## config.mk

```make
export PLATFORM = sky130hd
export DESIGN_NAME = rs_stream_encoder
export DESIGN_NICKNAME = d
export VERILOG_FILES = /design/src/rtl/rs_pkg.sv /design/src/rtl/gf_mult_const.sv /design/src/rtl/rs_stream_encoder.sv
export SDC_FILE = /design/constraint.sdc
export NUM_CORES = 1
export LEC_CHECK = 0
export BUFFER_PORTS_ARGS = -buffer_cell sky130_fd_sc_hd__clkbuf_2
export CAP_MARGIN = 40
export CORE_ASPECT_RATIO = 1.75
export CORE_MARGIN = 1.5
export CORE_UTILIZATION = 54
export DETAILED_ROUTE_END_ITERATION = 10
export MAX_ROUTING_LAYER = met4
export PLACE_DENSITY_LB_ADDON = 0.05
export SLEW_MARGIN = 20
export SYNTH_ARGS = -nofsm -noshare
export SYNTH_HDL_FRONTEND = slang
export SYNTH_SLANG_ARGS = --single-unit
export TNS_END_PERCENT = 50
```

## constraint.sdc

```tcl
create_clock -name clk -period 3.1 [get_ports clk]
set_clock_uncertainty 0.1 [all_clocks]
set_input_delay 0.465 -clock clk [delete_from_list [all_inputs] [get_ports clk]]
set_output_delay 0.465 -clock clk [all_outputs]
set_load 0.005 [all_outputs]
```

## src/rtl/rs_pkg.sv

```systemverilog
// rtl/rs_pkg.sv - GF(2^8) constants and elaboration-time helpers for the RS parity encoder
package rs_pkg;
  localparam int SYM_W = 8;
  localparam logic [SYM_W-1:0] GF_POLY = 8'h5F;

  typedef enum logic {ST_ACC = 1'b0, ST_HOLD = 1'b1} enc_state_t;

  function automatic logic [SYM_W-1:0] gf_xtime(input logic [SYM_W-1:0] x);
    return {x[SYM_W-2:0], 1'b0} ^ (x[SYM_W-1] ? GF_POLY : '0);
  endfunction

  function automatic logic [SYM_W-1:0] gf_mul(input logic [SYM_W-1:0] a, input logic [SYM_W-1:0] b);
    logic [SYM_W-1:0] r;
    logic [SYM_W-1:0] t;
    r = '0;
    t = a;
    for (int i = 0; i < SYM_W; i++) begin
      if (b[i]) r = r ^ t;
      t = gf_xtime(t);
    end
    return r;
  endfunction

  function automatic logic [SYM_W-1:0] gf_pow(input logic [SYM_W-1:0] alpha, input int j);
    logic [SYM_W-1:0] r;
    r = 8'h01;
    for (int i = 0; i < j; i++) r = gf_mul(r, alpha);
    return r;
  endfunction
endpackage

```

## src/rtl/gf_mult_const.sv

```systemverilog
// rtl/gf_mult_const.sv - combinational GF(2^8) multiply by a constant coefficient
module gf_mult_const
  import rs_pkg::*;
#(
  parameter logic [SYM_W-1:0] COEF = 8'h01
) (
  input  logic [SYM_W-1:0] a,
  output logic [SYM_W-1:0] y
);
  // COEF is constant, so this folds into a fixed XOR network
  assign y = gf_mul(a, COEF);
endmodule

```

## src/rtl/rs_stream_encoder.sv

```systemverilog
// rtl/rs_stream_encoder.sv - streaming two-parity RS encoder: accumulates K symbols, emits data+P0+P1
module rs_stream_encoder
  import rs_pkg::*;
#(
  parameter int K   = 8,
  parameter int SPB = 8
) (
  input  logic                   clk,
  input  logic                   rst_n,
  input  logic                   in_valid,
  output logic                   in_ready,
  input  logic [SPB*SYM_W-1:0]   in_data,
  output logic                   out_valid,
  input  logic                   out_ready,
  output logic [(K+2)*SYM_W-1:0] out_codeword
);
  localparam int BEATS = K / SPB;
  localparam int CNT_W = (BEATS > 1) ? $clog2(BEATS) : 1;
  localparam int DW    = SPB * SYM_W;
  localparam int CW    = K * SYM_W;

  enc_state_t       state;
  logic [CNT_W-1:0] cnt;
  logic [SYM_W-1:0] p0_acc, p1_acc, p0_next, p1_next;
  logic [CW-1:0]    data_next;
  logic [SYM_W-1:0] prod [BEATS][SPB];
  logic             accept, last_beat;

  assign in_ready  = (state == ST_ACC) || out_ready;
  assign accept    = in_valid && in_ready;
  assign last_beat = (cnt == CNT_W'(BEATS - 1));

  // one constant multiplier per symbol slot; the beat counter picks which row applies
  for (genvar b = 0; b < BEATS; b++) begin : g_beat
    for (genvar p = 0; p < SPB; p++) begin : g_pos
      gf_mult_const #(.COEF(gf_pow(8'h02, b * SPB + p))) u_mul (
        .a (in_data[(SPB-1-p)*SYM_W +: SYM_W]),
        .y (prod[b][p])
      );
    end
  end

  always_comb begin
    p0_next = p0_acc;
    p1_next = p1_acc;
    for (int p = 0; p < SPB; p++) p0_next = p0_next ^ in_data[(SPB-1-p)*SYM_W +: SYM_W];
    for (int b = 0; b < BEATS; b++) begin
      if (cnt == CNT_W'(b)) begin
        for (int p = 0; p < SPB; p++) p1_next = p1_next ^ prod[b][p];
      end
    end
  end

  if (BEATS > 1) begin : g_buf
    logic [CW-DW-1:0] data_buf;
    // earlier beats shift toward the MSBs so symbol 0 lands on top
    assign data_next = {data_buf, in_data};
    always_ff @(posedge clk or negedge rst_n) begin
      if (!rst_n) data_buf <= '0;
      else if (accept) data_buf <= data_next[CW-DW-1:0];
    end
  end else begin : g_nobuf
    assign data_next = in_data;
  end

  always_ff @(posedge clk or negedge rst_n) begin
    if (!rst_n) begin
      state        <= ST_ACC;
      cnt          <= '0;
      p0_acc       <= '0;
      p1_acc       <= '0;
      out_valid    <= 1'b0;
      out_codeword <= '0;
    end else begin
      if (out_valid && out_ready) begin
        state     <= ST_ACC;
        out_valid <= 1'b0;
      end
      if (accept) begin
        if (last_beat) begin
          state        <= ST_HOLD;
          out_valid    <= 1'b1;
          out_codeword <= {data_next, p0_next, p1_next};
          cnt          <= '0;
          p0_acc       <= '0;
          p1_acc       <= '0;
        end else begin
          cnt    <= cnt + CNT_W'(1);
          p0_acc <= p0_next;
          p1_acc <= p1_next;
        end
      end
    end
  end
endmodule

```

# Word level (Yosys, flattened, before mapping)
# Cells that the tools add are included.
[totals] register_bits=99 in_bits=68 out_inout_bits=82 elab_cells=95
[classes] addsub=1 muxes=38 bitwise_logic=46 n_reduce_logical=4
[ops] cell="8-bit XOR" count=44
[ops] cell="7-bit two-way mux" count=28
[ops] cell="8-bit two-way mux" count=3
[ops] cell="1-bit two-way mux" count=7
[ops] cell="1-bit logical AND" count=2
[ops] cell="1-bit NOT" count=2
[ops] cell="2-bit AND reduction" count=1
[ops] cell="1-bit adder, second input constant" count=1
[ops] cell="1-bit logical OR" count=1

# Depth between registers and ports, before layout
# Gate-level depths: netlist (run 1).
[depth] depth_word=17 depth_mapped=6 ltp_nobuf=5

# By module
# Synthesis (run 1) repeated with hierarchy kept, for this count alone.
[unflattened] cells_unflattened=393 area_unflattened_um2=4979.8
[modules_own_cells] module="rs_stream_encoder" n_inst=1 cells_per_inst=302 area_per_inst_um2=4035.1 seq_area_each_um2=2026.9
[modules_own_cells] module="gf_mult_const at g_beat[0].g_pos[7].u_mul" n_inst=1 cells_per_inst=14 area_per_inst_um2=160.2 seq_area_each_um2=0.0
[modules_own_cells] module="gf_mult_const at g_beat[0].g_pos[3].u_mul" n_inst=1 cells_per_inst=10 area_per_inst_um2=146.4 seq_area_each_um2=0.0
[modules_own_cells] module="gf_mult_const at g_beat[0].g_pos[6].u_mul" n_inst=1 cells_per_inst=15 area_per_inst_um2=141.4 seq_area_each_um2=0.0
[modules_own_cells] module="gf_mult_const at g_beat[0].g_pos[2].u_mul" n_inst=1 cells_per_inst=10 area_per_inst_um2=130.1 seq_area_each_um2=0.0
[modules_own_cells] module="gf_mult_const at g_beat[0].g_pos[5].u_mul" n_inst=1 cells_per_inst=13 area_per_inst_um2=121.4 seq_area_each_um2=0.0
[modules_own_cells] module="gf_mult_const at g_beat[0].g_pos[4].u_mul" n_inst=1 cells_per_inst=12 area_per_inst_um2=107.6 seq_area_each_um2=0.0
[modules_own_cells] module="gf_mult_const at g_beat[0].g_pos[1].u_mul" n_inst=1 cells_per_inst=9 area_per_inst_um2=77.6 seq_area_each_um2=0.0
[modules_own_cells] module="gf_mult_const at g_beat[0].g_pos[0].u_mul" n_inst=1 cells_per_inst=8 area_per_inst_um2=60.1 seq_area_each_um2=0.0

# Least setup slack after synthesis (run 1)
# OpenSTA, ideal clock, no wires.
[synth_path] path_type="input port to flip-flop" startpoint="in in_data[19]" endpoint="reg out_codeword[2]" setup_time_ns=0.125 arrival_time_ns=1.949 required_ns=2.875 slack_ns=0.926 stages=5 n_path_buf=0 cell_sequence="xnor3_1 xnor2_2 xnor2_1 xnor3_1 mux2_2"
[synth_between] elab_chain_len=10
[synth_lines] item="start: declaration" line="rs_stream_encoder.sv:12" source="input logic [SPB*SYM_W-1:0] in_data,"
[synth_lines] item="8-bit XOR (4 in a row)" line="rs_pkg.sv:9" source="return {x[SYM_W-2:0], 1'b0} ^ (x[SYM_W-1] ? GF_POLY : '0);"
[synth_lines] item="7-bit two-way mux" line="rs_pkg.sv:9"
[synth_lines] item="8-bit XOR" line="rs_pkg.sv:9"
[synth_lines] item="8-bit XOR (3 in a row)" line="rs_stream_encoder.sv:49" source="for (int p = 0; p < SPB; p++) p1_next = p1_next ^ prod[b][p];"
[synth_lines] item="8-bit two-way mux" line="rs_stream_encoder.sv:48" source="if (cnt == CNT_W'(b)) begin"
[synth_lines] item="end signal: assignment" line="rs_stream_encoder.sv:83" source="out_codeword <= {data_next, p0_next, p1_next};"
[synth_lines] item="end: declaration" line="rs_stream_encoder.sv:15" source="output logic [(K+2)*SYM_W-1:0] out_codeword"
# No other way between the ends.
# A chain may end at the register's enable or synchronous reset.

# Worst setup path after layout (run 1)
# Ends and elaborated chain as after synthesis.

==> run summary, run 1 <==
status - finished, final reports clean
worst path required time - 3.22 ns
slew margin rel. - 0.624
clk_lat worst skew - 0.33 ns
layout cells sized above 1 - 0.502
largest family of logic cells by synthesized area - XOR/XNOR gates
Arr. time, crit path - 2.22 ns
cts hold-fix bufs - 0
post-synthesis mux area share - 0.173
r2r startpoint - state
pwr dens - 684 mW/mm^2
max-slew violations - 0
drt total wl - 9160 um
Crit Reg-Reg Endpoint - out_codeword[78]
xor-xnor portion of the synthesized cell area - 0.313
R2R depth - 4
Leak - 2.65 nW
largest area contributor in the synthesized netlist - dfrtp_1
Layout fillers - 566
cell count after synthesis - 314
critical-path maximum fanout - 3
# IOs - 150
Clock transition at path regs - 0.06 ns
TritonCTS Buffers - 9
Async S/R FF share, synth - 1.00
total setup buffers inserted after CTS - 0
post-synthesis average cell area - 13.7 um^2
Vias - 2789
Synth Area in Adders - 0
Congestion Overflow GR - 0
largest cells by area after synthesis - dfrtp_1 47%, xnor2_1 18%, mux2_2 17%, xnor3_1 8.9%, xor2_1 4.1%
final hold violation count - 0
initial antenna violation count - 0
VDD IR max - 486 uV
CTS root buf - clkbuf_16
area of the mapped netlist - 0.00430 mm^2
count leader, synth - xnor2_1
largest net degree at the start of global routing - 44
syn nets - 382
setup TNS - 0 ns
fmax - 476 MHz
RSZ-0062 raised after global routing - false
GR Util All Layers - 0.231
TritonCTS clock tree - done
1st-iter DRT viols - 97
Max H-tree Level - 3
Period Utilization, post-route - 0.677
CTS Sinks - 81
Detail Route Antenna Nets - 0
yosys warns - 0
flop-to-flop setup slack - 1.37 ns
CP endpoint kind - flop
1st-pass router iterations - 4
vias in the first global route - 2930
count of cell types in the netlist - 11
Port Buffers - 149
WL per Instance - 16.4 um
ANT cells - 0
Max-cap violations - 0
CORE AREA - 0.00762 mm^2
P&R area growth vs syn - 28.5%
Hold Crit Class - input pin to async pin
Reg area - 0.00203 mm^2
Seq/Total Area, Yosys - 0.472
horizontal die dimension - 70.4 um
startpoint types - input pin
dpl hpwl - 7360 um
GPL Wtd Cong - 0.794
post-placement cell area - 0.00517 mm^2
endpoints failing setup - 0
Worst-Margin Slew - 0.564 ns
chip height - 121 um
Simple-Gate Fraction of Synth Area - 0.0160
share of the synthesized area in the top cell type - 0.472
maximum root-to-sink buffer count - 2
Site Rows - 42
Via density - 4.98
fin area - 0.00552 mm^2
flops & latches, synth - 81
number of synthesized flops with an enable pin - 0
die area - 0.00852 mm^2
first-pass GRT wire length - 14400 um
initial core utilization - 0.564
Compound-Gate Fraction of Synth Area - 0.0163
# nets final - 535
Main synth FF type - dfrtp_1
CTS-repair resized insts - 0
Final min period - 2.10 ns
commonest cells in the netlist - 86 x xnor2_1, 81 x dfrtp_1, 66 x mux2_2
drc violations - 0
multi-input logic area - 0.00223 mm^2
critical path class - input pin to flop
## power by group
group	internal [mW]	switching [mW]
sequential	1.27	0.112
clock	0.807	0.406
combinational	0.696	0.485
## flip-flops by register name, summed over array words and instances (netlist names)
register	cells
out_codeword	80
state	1
## cells in the final DEF, fill, tap and decap left out
cell type   Yosys  layout
dfrtp_1        81      81
nand2_4         0       1
clkbuf_16       0       9
nand2_1        15      14
buf_4           0       3
xnor3_1        17      17
o21ai_0        14      14
mux2_2         66      66
nand2b_1        2       2
clkinvlp_4      0       1
clkinv_2        0       1
clkbuf_8        0       1
clkbuf_1       10       1
xnor2_1        86      86
xor2_1         20      20
bufinv_16       0       3
xnor2_2         2       2
buf_12          0       2
clkbuf_2        0     148
## layer usage
| layer | GRT usage | up-vias | share of wire |
|---|---|---|---|
| met4 | 0.0829 | 0 | 0.019 |
| met2 | 0.394 | 90 | 0.54 |
| met1 | 0.275 | 1335 | 0.40 |
| li1 | - | 1350 | - |
| met5 | - | - | 0 |
| met3 | 0.0399 | 14 | 0.041 |
## worst max-delay path by stage
| stage | start | to | slack (ns) | depth (start not counted) |
|---|---|---|---|---|
| 6_report | in_data[19] | out_codeword[2] | 1.00 | 6 |
| 5_1_grt | in_data[19] | out_codeword[2] | 0.92 | 6 |
| 4_1_cts | in_data[19] | out_codeword[2] | 0.98 | 6 |
| 3_5_place_dp | in_data[19] | out_codeword[2] | 0.64 | 6 |
| 3_3_place_gp | in_data[19] | out_codeword[2] | 0.69 | 6 |
| 2_1_floorplan | in_data[19] | out_codeword[2] | 0.93 | 5 |
## cells by family (layout without fill, tap and decap cells)
logic type,count (synthesis),in the layout
mux,66,66
compound gates,14,14
flops,81,81
buf+inv,11,169
xor+xnor,125,125
simple gates,17,17
## through the flow
step / power [mW] / cells / util / hold slack (ns) / setup WS [ns]
after floorplan: 2.14 / 314 / - / 0.0694 / 0.926
after global placement: 2.57 / 543 / 0.676 / 0.363 / 0.685
after detailed placement: 2.60 / 544 / 0.679 / 0.370 / 0.644
after CTS: 3.82 / 560 / 0.724 / 0.0402 / 0.981
after global routing: 3.98 / 560 / 0.724 / 0.0659 / 0.920
final: 3.78 / 560 / 0.724 / 0.0168 / 1.00
## area by class of cell
cell class | count | area share
Clock buffer | 11 | 0.0440
Clock inverter | 5 | 0.0186
Multi-Input combinational cell | 222 | 0.405
Sequential cell | 81 | 0.367
Tap cell | 88 | 0.0200
Timing Repair Buffer | 153 | 0.146
## worst max-delay path, cell delays in order
cell      delay [ns]
clkbuf_2        0.11
xnor3_1         0.45
xnor2_2         0.19
xnor2_1         0.29
xnor3_1         0.45
mux2_2          0.27
Note: power is estimated with default switching activity, not from simulation.
==> inputs of run 2 (changes only) <==
- ABC_AREA: not set -> 1
- clock period: 3.1 -> 2 ns (I/O delays scaled with it)
==> run 2 against run 1 <==
Net effect: final cell count grew 100%; worst setup slack got worse by 0.51 ns; combinational power grew 53%; critical path depth unchanged; first-iteration DRC count rose to 2.8 times the previous value; utilization is 6.2 points lower; global-route usage grew 8.8 points; design area rose by 24%; clock-buffer cell count down 1; area after synthesis grew 35%; critical endpoint is now out_codeword[8].
==> run summary, run 2 <==
Max-cap violations - 0
P&R area growth vs syn - 18.6%
slowest library cell on the worst path - dfrtp_1
dpl hpwl - 13300 um
Reg with most FFs - out_codeword
CTS root buf - clkbuf_16
RSZ-0062 raised after global routing - false
Async S/R FF share, synth - 1.00
CTS-repair resized insts - 0
Clock transition at path regs - 0.06 ns
startpoint types - flop
count leader, synth - nand2_1
yosys warns - 0
maximum root-to-sink buffer count - 2
Place WS - 0.218 ns
Vias - 5667
Comb pwr share - 0.316
chip height - 140 um
number of synthesized flops with an enable pin - 0
Worst-Margin Slew - 0.521 ns
Hold Crit Class - input pin to flop
Flop pwr share - 0.363
1st-iter DRT viols - 274
flops & latches, synth - 81
Site Rows - 49
area of the mapped netlist - 0.00578 mm^2
largest net degree at the start of global routing - 128
most common cell after layout, fill and taps aside - nand2_1
share of the synthesized area in the top cell type - 0.350
Via density - 5.07
Detail Route Antenna Nets - 0
syn nets - 924
CP Buf/Inv Count - 2
endpoints failing setup - 0
worst path required time - 2.18 ns
VDD IR max - 482 uV
Most Crowded Layer GR - met2
initial core utilization - 0.558
final hold violation count - 0
TritonCTS clock tree - done
clk_lat worst skew - 0.34 ns
WL per Instance - 14.9 um
count of cell types in the netlist - 26
Pint - 3.76 mW
die area - 0.0114 mm^2
initial antenna violation count - 0
TritonCTS Buffers - 9
vias in the first global route - 5453
GRT met2 Usage - 0.561
Hold Crit Depth - 3
met3 usage - 0.0534
hold path endpoint - out_codeword[51]
Main synth FF type - dfrtp_1
# IOs - 150
CP cell instances - nand2_1, nand2_4, clkinv_1, buf_4, nand3_1, nand2_1
CTS Sinks - 81
switching power - 1.94 mW
cell mode on critical path - nand2_1
Hold Startpoint - in_data[35]
ANT cells - 0
horizontal die dimension - 81.2 um
R2R depth - 6
Crit Reg-Reg Endpoint - out_codeword[8]
top flop regs - out_codeword (80), state (1)
slew margin rel. - 0.652
Port Buffers - 149
total setup buffers inserted after CTS - 0
most frequent cells in the layout - 386 x nand2_1, 148 x clkbuf_2, 87 x inv_1, 81 x dfrtp_1, 71 x nand3_1
1st-pass router iterations - 5
drt total wl - 16700 um
Max H-tree Level - 3
status - finished, final reports clean
Period Utilization, post-route - 0.755
largest cells by area after synthesis - dfrtp_1 35%, nand2_1 25%, xor2_1 7.9%, xnor2_1 6.4%, nand3_1 6.1%
first-pass GRT wire length - 26300 um
Congestion Overflow GR - 0
number of flip-flops in the largest register - 80
Leak - 4.07 nW
CORE AREA - 0.0104 mm^2
Worst path max stage delay - 0.37 ns
GPL Wtd Cong - 0.965
cell count after synthesis - 856
Seq/Total Area, Yosys - 0.350
largest area contributor in the synthesized netlist - dfrtp_1
fmax - 662 MHz
Worst path depth - 6
Arr. time, crit path - 1.69 ns
Final min period - 1.51 ns
CP endpoint kind - flop
GR Util All Layers - 0.319
drc violations - 0
critical-path maximum fanout - 34
GRT met1 Usage - 0.325
r2r startpoint - state
pwr dens - 831 mW/mm^2
post-synthesis average cell area - 6.76 um^2
layout cells sized above 1 - 0.206
Sw Ratio - 0.340
critical path's top delay family - simple AND/OR/NAND/NOR gates
critical path class - flop to flop
commonest cells in the netlist - 387 x nand2_1, 87 x inv_1, 81 x dfrtp_1
max-slew violations - 0
# nets final - 1054
post-route setup slack - 0.489 ns
Design Power - 5.70 mW
setup TNS - 0 ns
cts hold-fix bufs - 1
flop-to-flop setup slack - 0.49 ns
Clock power frac - 0.321
-- run 2: worst reg2reg max path, stage by stage, from the launching register on --
cell and delay [ns]:
dfrtp_1 0.37, nand2_1 0.14, nand2_4 0.08, clkinv_1 0.05, buf_4 0.35, nand3_1 0.25, nand2_1 0.11
-- run 2: logic make-up (layout without fill, tap and decap cells) --
| logic type | count (synthesis) | after routing | share of synthesized area |
|---|---|---|---|
| DFF | 81 | 81 | 0.350 |
| buffers and inverters | 132 | 267 | 0.104 |
| AOI/OAI and AO/OA | 48 | 48 | 0.0415 |
| and+or+nand+nor | 498 | 498 | 0.353 |
| xor gates and xnor gates | 97 | 97 | 0.151 |
-- run 2: cell type report --
type | count | area [um^2]
Clock buffer | 10 | 239
Clock inverter | 6 | 91.3
Fill cell | 998 | 3500
Inverter | 96 | 363
Multi-Input combinational cell | 643 | 3160
Sequential cell | 81 | 2030
Tap cell | 127 | 159
Timing Repair Buffer | 155 | 821
-- run 2: layer usage --
| layer | wire length [um] | share of wire |
|---|---|---|
| met2 | 8870 | 0.53 |
| met1 | 6090 | 0.37 |
| met4 | 944 | 0.057 |
| met3 | 768 | 0.046 |
| met5 | 0 | 0 |
-- run 2: stage by stage --
step | util | instances | hold WS [ns] | instance area [um^2]
after floorplan | - | 856 | -0.0956 | 5780
after global placement | 0.629 | 1101 | 0.163 | 6520
after detailed placement | 0.629 | 1101 | 0.167 | 6520
after CTS | 0.662 | 1118 | 0.133 | 6860
after global routing | 0.662 | 1118 | 0.153 | 6860
final | 0.662 | 1118 | 0.130 | 6860
-- run 2: how the worst max path moves through the flow --
stage,start,to,slack (ns)
2_1_floorplan,in_data[29],out_codeword[13],0.53
3_3_place_gp,in_data[37],out_codeword[2],0.23
3_5_place_dp,in_data[37],out_codeword[2],0.22
4_1_cts,state,out_codeword[8],0.51
5_1_grt,state,out_codeword[8],0.44
6_report,state,out_codeword[8],0.49
-- run 2: power groups by stage --
| stage | logic [mW] | clock network [mW] | registers, mW |
|---|---|---|---|
| 4_1_cts | 1.81 | 1.85 | 2.07 |
| 6_report | 1.80 | 1.83 | 2.07 |
| 2_1_floorplan | 1.09 | 0 | 2.11 |
| 3_3_place_gp | 1.77 | 0 | 2.10 |
| 5_1_grt | 2.03 | 1.92 | 2.11 |
| 3_5_place_dp | 1.80 | 0 | 2.10 |
